`src/rtl/jk_mode_register.sv`:
```
// WIDTH-bit falling-edge register bank: per-bit JK, modulo up/down count and
// saturating parallel load, with a terminal-count flag and a registered wrap pulse.

module jk_bit (
    input  logic q,
    input  logic j,
    input  logic k,
    output logic q_next
);
    always_comb begin
        unique case ({j, k})
            2'b00:   q_next = q;
            2'b10:   q_next = 1'b1;
            2'b01:   q_next = 1'b0;
            default: q_next = ~q;
        endcase
    end
endmodule

module jk_mode_register #(
    parameter int WIDTH     = 4,
    parameter int MODULO    = 16,
    parameter int RESET_VAL = 0
) (
    input  logic             CLK,
    input  logic             RESET_N,
    input  logic             EN,
    input  logic [1:0]       MODE,
    input  logic [WIDTH-1:0] J,
    input  logic [WIDTH-1:0] K,
    input  logic [WIDTH-1:0] D,
    output logic [WIDTH-1:0] Q,
    output logic             TC,
    output logic             OVF
);
    localparam logic [1:0] MODE_JK = 2'b00;
    localparam logic [1:0] MODE_UP = 2'b01;
    localparam logic [1:0] MODE_DN = 2'b10;
    localparam logic [1:0] MODE_LD = 2'b11;

    // One guard bit so MODULO = 2^WIDTH is representable without truncation.
    localparam logic [WIDTH:0]   MOD_W  = (WIDTH+1)'(MODULO);
    localparam logic [WIDTH:0]   MOD_M1 = (WIDTH+1)'(MODULO - 1);
    localparam logic [WIDTH-1:0] RST_Q  = WIDTH'(RESET_VAL);

    logic [WIDTH:0]   q_ext;
    logic [WIDTH:0]   d_ext;
    logic [WIDTH-1:0] jk_next;
    logic [WIDTH-1:0] q_next;
    logic             ovf_next;
    logic             up_wrap;
    logic             dn_wrap;

    assign q_ext = {1'b0, Q};
    assign d_ext = {1'b0, D};

    // Out-of-range values (only reachable through JK mode) wrap like the terminal value.
    assign up_wrap = (q_ext >= MOD_M1);
    assign dn_wrap = (q_ext == '0) || (q_ext >= MOD_W);

    for (genvar i = 0; i < WIDTH; i++) begin : g_bit
        jk_bit u_bit (
            .q      (Q[i]),
            .j      (J[i]),
            .k      (K[i]),
            .q_next (jk_next[i])
        );
    end

    always_comb begin
        q_next   = Q;
        ovf_next = 1'b0;
        case (MODE)
            MODE_JK: q_next = jk_next;
            MODE_UP: begin
                if (up_wrap) begin
                    q_next   = '0;
                    ovf_next = 1'b1;
                end else begin
                    q_next = WIDTH'(q_ext + 1'b1);
                end
            end
            MODE_DN: begin
                if (dn_wrap) begin
                    q_next   = MOD_M1[WIDTH-1:0];
                    ovf_next = 1'b1;
                end else begin
                    q_next = WIDTH'(q_ext - 1'b1);
                end
            end
            MODE_LD: q_next = (d_ext >= MOD_W) ? MOD_M1[WIDTH-1:0] : D;
            default: q_next = Q;
        endcase
    end

    // Ignores EN on purpose: it predicts OVF for the next enabled edge.
    assign TC = ((MODE == MODE_UP) && up_wrap) || ((MODE == MODE_DN) && dn_wrap);

    always_ff @(negedge CLK or negedge RESET_N) begin
        if (!RESET_N) begin
            Q   <= RST_Q;
            OVF <= 1'b0;
        end else if (EN) begin
            Q   <= q_next;
            OVF <= ovf_next;
        end else begin
            OVF <= 1'b0;
        end
    end
endmodule
```
`config.mk`:
```
export PLATFORM = sky130hd
export DESIGN_NAME = jk_mode_register
export DESIGN_NICKNAME = d
export VERILOG_FILES = /design/src/rtl/jk_mode_register.sv
export SDC_FILE = /design/constraint.sdc
export NUM_CORES = 1
export LEC_CHECK = 0
export BUFFER_PORTS_ARGS = -buffer_cell sky130_fd_sc_hd__clkbuf_2
export CORE_ASPECT_RATIO = 1.1
export CORE_MARGIN = 5
export CORE_UTILIZATION = 44
export CTS_CLUSTER_SIZE = 20
export DETAILED_ROUTE_END_ITERATION = 12
export HOLD_SLACK_MARGIN = 0.05
export PLACE_DENSITY = 0.75
export SYNTH_ARGS = -nofsm -noshare
export SYNTH_HDL_FRONTEND = slang
export SYNTH_SLANG_ARGS = --single-unit
export TNS_END_PERCENT = 10
```
`constraint.sdc`:
```
create_clock -name CLK -period 1.5 [get_ports CLK]
set_input_delay 0.3 -clock CLK [delete_from_list [all_inputs] [get_ports CLK]]
set_output_delay 0.3 -clock CLK [all_outputs]
set_load 0.01 [all_outputs]
```
==> metrics.md <==
| Metric | Value |
|---|---|
| CTS tree | `built` |
| Grt total ovfl | `0` |
| Root Driver | `clkbuf_4` |
| Startpoint class of the critical path | `flop` |
| #FFs+latches synth | `5` |
| R2R cell count | `7` |
| H-tree depth | `1` |
| Longest Clk Path Bufs | `2` |
| Clk sinks | `5` |
| Commonest cells after routing, fill and taps aside | `26 x buf_4, 16 x clkbuf_2, 15 x inv_1` |
| Gate Count Post-Synth | `88` |
| GP Congestion | `0.837` |
| WL final | `2240 um` |
| Core area | `0.00156 mm2` |
| Critical Path RT | `1200 ps` |
| Starting Density | `0.458` |
| Max Cap Viol | `0` |
| DRT antenna net count | `0` |
| Final WS setup | `-1000 ps` |
| Net Count, Synth | `119` |
| Final instance area | `0.00114 mm2` |
| CTS clk-pin slew, worst paths | `40 ps` |
| PwrDens | `792 mW/mm2` |
| Area Overhead vs Synth | `59.8%` |
| Max transition margin | `0.828` |
| Antenna fix cells | `0` |
| DIE AREA | `0.00253 mm2` |
| DRT Pass-1 Iters | `4` |
| Die W | `48.4 um` |
| Drt initial violations | `31` |
| VDD IR-drop max | `360 uV` |
| Mean routed wirelength per cell | `14.6 um` |
| Synth unique cells | `32` |
| Syn avg cell area | `8.10 um2` |
| RSZ-0062 raised after global routing | `true` |
| Post-DR vias/cell | `5.49` |
| Count of final setup violators | `11` |
| Tot GR Track Use | `0.177` |
| Tightest Pin Transition | `259 ps` |
| Nets | `169` |
| Num CTS Buffers | `3` |
| Largest net degree at the start of global routing | `10` |
| Initial antenna violation count | `0` |
| Final hold slack | `471 ps` |
| Failing checks | `negative setup slack` |
| Crit Path Class | `flop to output port` |
| Most common cell after layout, fill and taps aside | `buf_4` |
| Post-Syn Area | `713 um2` |
| Syn. warnings | `0` |
| Layout Skew | `6.70 ps` |
| Hold Violations, Final | `0` |
| Detail Placement HPWL | `1670 um` |
| Global-route wire length before repair | `3430 um` |
| Fin. max-slew vios | `0` |
| Vias in the first global route | `851` |
| IO Count | `23` |
| Critical Path End Type | `output port` |
| Status | `finished, violations left` |
| Leak | `0.626 nW` |
| Worst Hold Class | `primary input to asynchronous set/reset pin` |
| Via count of the routed design | `846` |
| Placed Area | `998 um2` |
| Seq/Total Area, Yosys | `0.175` |
| Layout cells sized above 1 | `0.504` |
| # DRC | `0` |
| Input/output buffers | `22` |
| Clock latency on the worst-skew pair | `270 ps` |
| CP Max Fanout | `2` |
| Die Y-Extent | `52.2 um` |
| Rows | `15` |
| Crit path DAT | `2200 ps` |
## cell usage after synthesis
cell type   n  share of area
inv_1      17          0.089
ha_1       14           0.25
a21oi_1     6          0.042
dfrtn_1     5           0.18
nand2_1     5          0.026
nor2_1      5          0.026
buf_4       4          0.042
mux2i_1     4          0.056
a211oi_1    2          0.021
nor2b_1     2          0.018
o21ai_0     2          0.014
xor2_1      2          0.025
a21boi_0    1          0.011
a221o_1     1          0.014
a221oi_1    1          0.012
a222oi_1    1          0.014
a22o_1      1          0.012
a22oi_1     1          0.011
a311o_1     1          0.014
and3_1      1         0.0088
and4b_1     1          0.014
and4bb_2    1          0.018
buf_2       1         0.0070
clkbuf_2    1         0.0070
nand2b_1    1         0.0088
nand3_1     1         0.0070
nand4b_1    1          0.012
o211ai_1    1          0.011
o21ai_1     1         0.0070
o21bai_1    1          0.011
o22ai_1     1         0.0088
or3b_2      1          0.012
## through the flow
step / instances / util / power, mW / TNS, ps / worst slack, ps
after floorplan: 88 / - / 0.445 / -4010 / -685
after CTS: 153 / 0.704 / 0.856 / -5710 / -986
after detailed placement: 145 / 0.641 / 0.613 / -5470 / -789
after global placement: 145 / 0.641 / 0.591 / -5200 / -734
after global routing: 154 / 0.732 / 0.960 / -6210 / -1040
final: 154 / 0.732 / 0.903 / -5750 / -1000
## routing by layer
| metal | share of wire | global-route usage | up-vias |
|---|---|---|---|
| met5 | 0 | 0 | - |
| met2 | 0.54 | 0.343 | 39 |
| met1 | 0.38 | 0.169 | 405 |
| li1 | - | - | 397 |
| met3 | 0.062 | 0.0370 | 5 |
| met4 | 0.022 | 0.106 | 0 |
## timing repair
| item | CTS | global route |
|---|---|---|
| setup buffers | 4 | 1 |
| setup endpoints to repair | 11 | 11 |
| pin swaps | 3 | 0 |
| resized for setup | 12 | 13 |
| hold buffers | 0 | 0 |
## path summary, 6_finish.rpt
kind,from,to,slack [ps]
worst max-delay path,Q[0],TC,-1000
min in group CLK,Q[3],Q[3],700
worst max register to register,Q[1],Q[3],-300
max in group asynchronous,RESET_N,OVF,850
worst min register to register,Q[3],Q[3],700
worst min-delay path,RESET_N,Q[2],470
## worst max-delay path, cell delays in order (launching register included)
cell	delay, ps
dfrtn_1	440
inv_2	70
ha_4	150
and4bb_2	230
o21bai_4	170
buf_6	120
## logic make-up after synthesis
kind of cell	share of synthesized area
muxes	0.0561
AOI/OAI and AO/OA	0.202
DFF	0.175
and+or+nand+nor	0.151
adders and majority gates	0.246
xor gates and xnor gates	0.0246
buffers and inverters	0.146
## where the power goes
part | total, mW | switching (mW) | internal [mW] | leakage [nW]
registers | 0.184 | 0.0235 | 0.161 | 0.0621
logic | 0.547 | 0.247 | 0.300 | 0.546
clock network | 0.172 | 0.0743 | 0.0976 | 0.0177
## state kept, by name, indices dropped and copies added, names as in the netlist
signal and count:
Q 4, OVF 1
## layout make-up
class / instances / area [um2]
Multi-Input combinational cell: 60 / 538
Fill cell: 110 / 418
Timing Repair Buffer: 51 / 364
Sequential cell: 5 / 125
Inverter: 17 / 63.8
Clock buffer: 3 / 22.5
Tap cell: 17 / 21.3
Clock inverter: 1 / 5.00
Power figures use the tool's default switching activity.
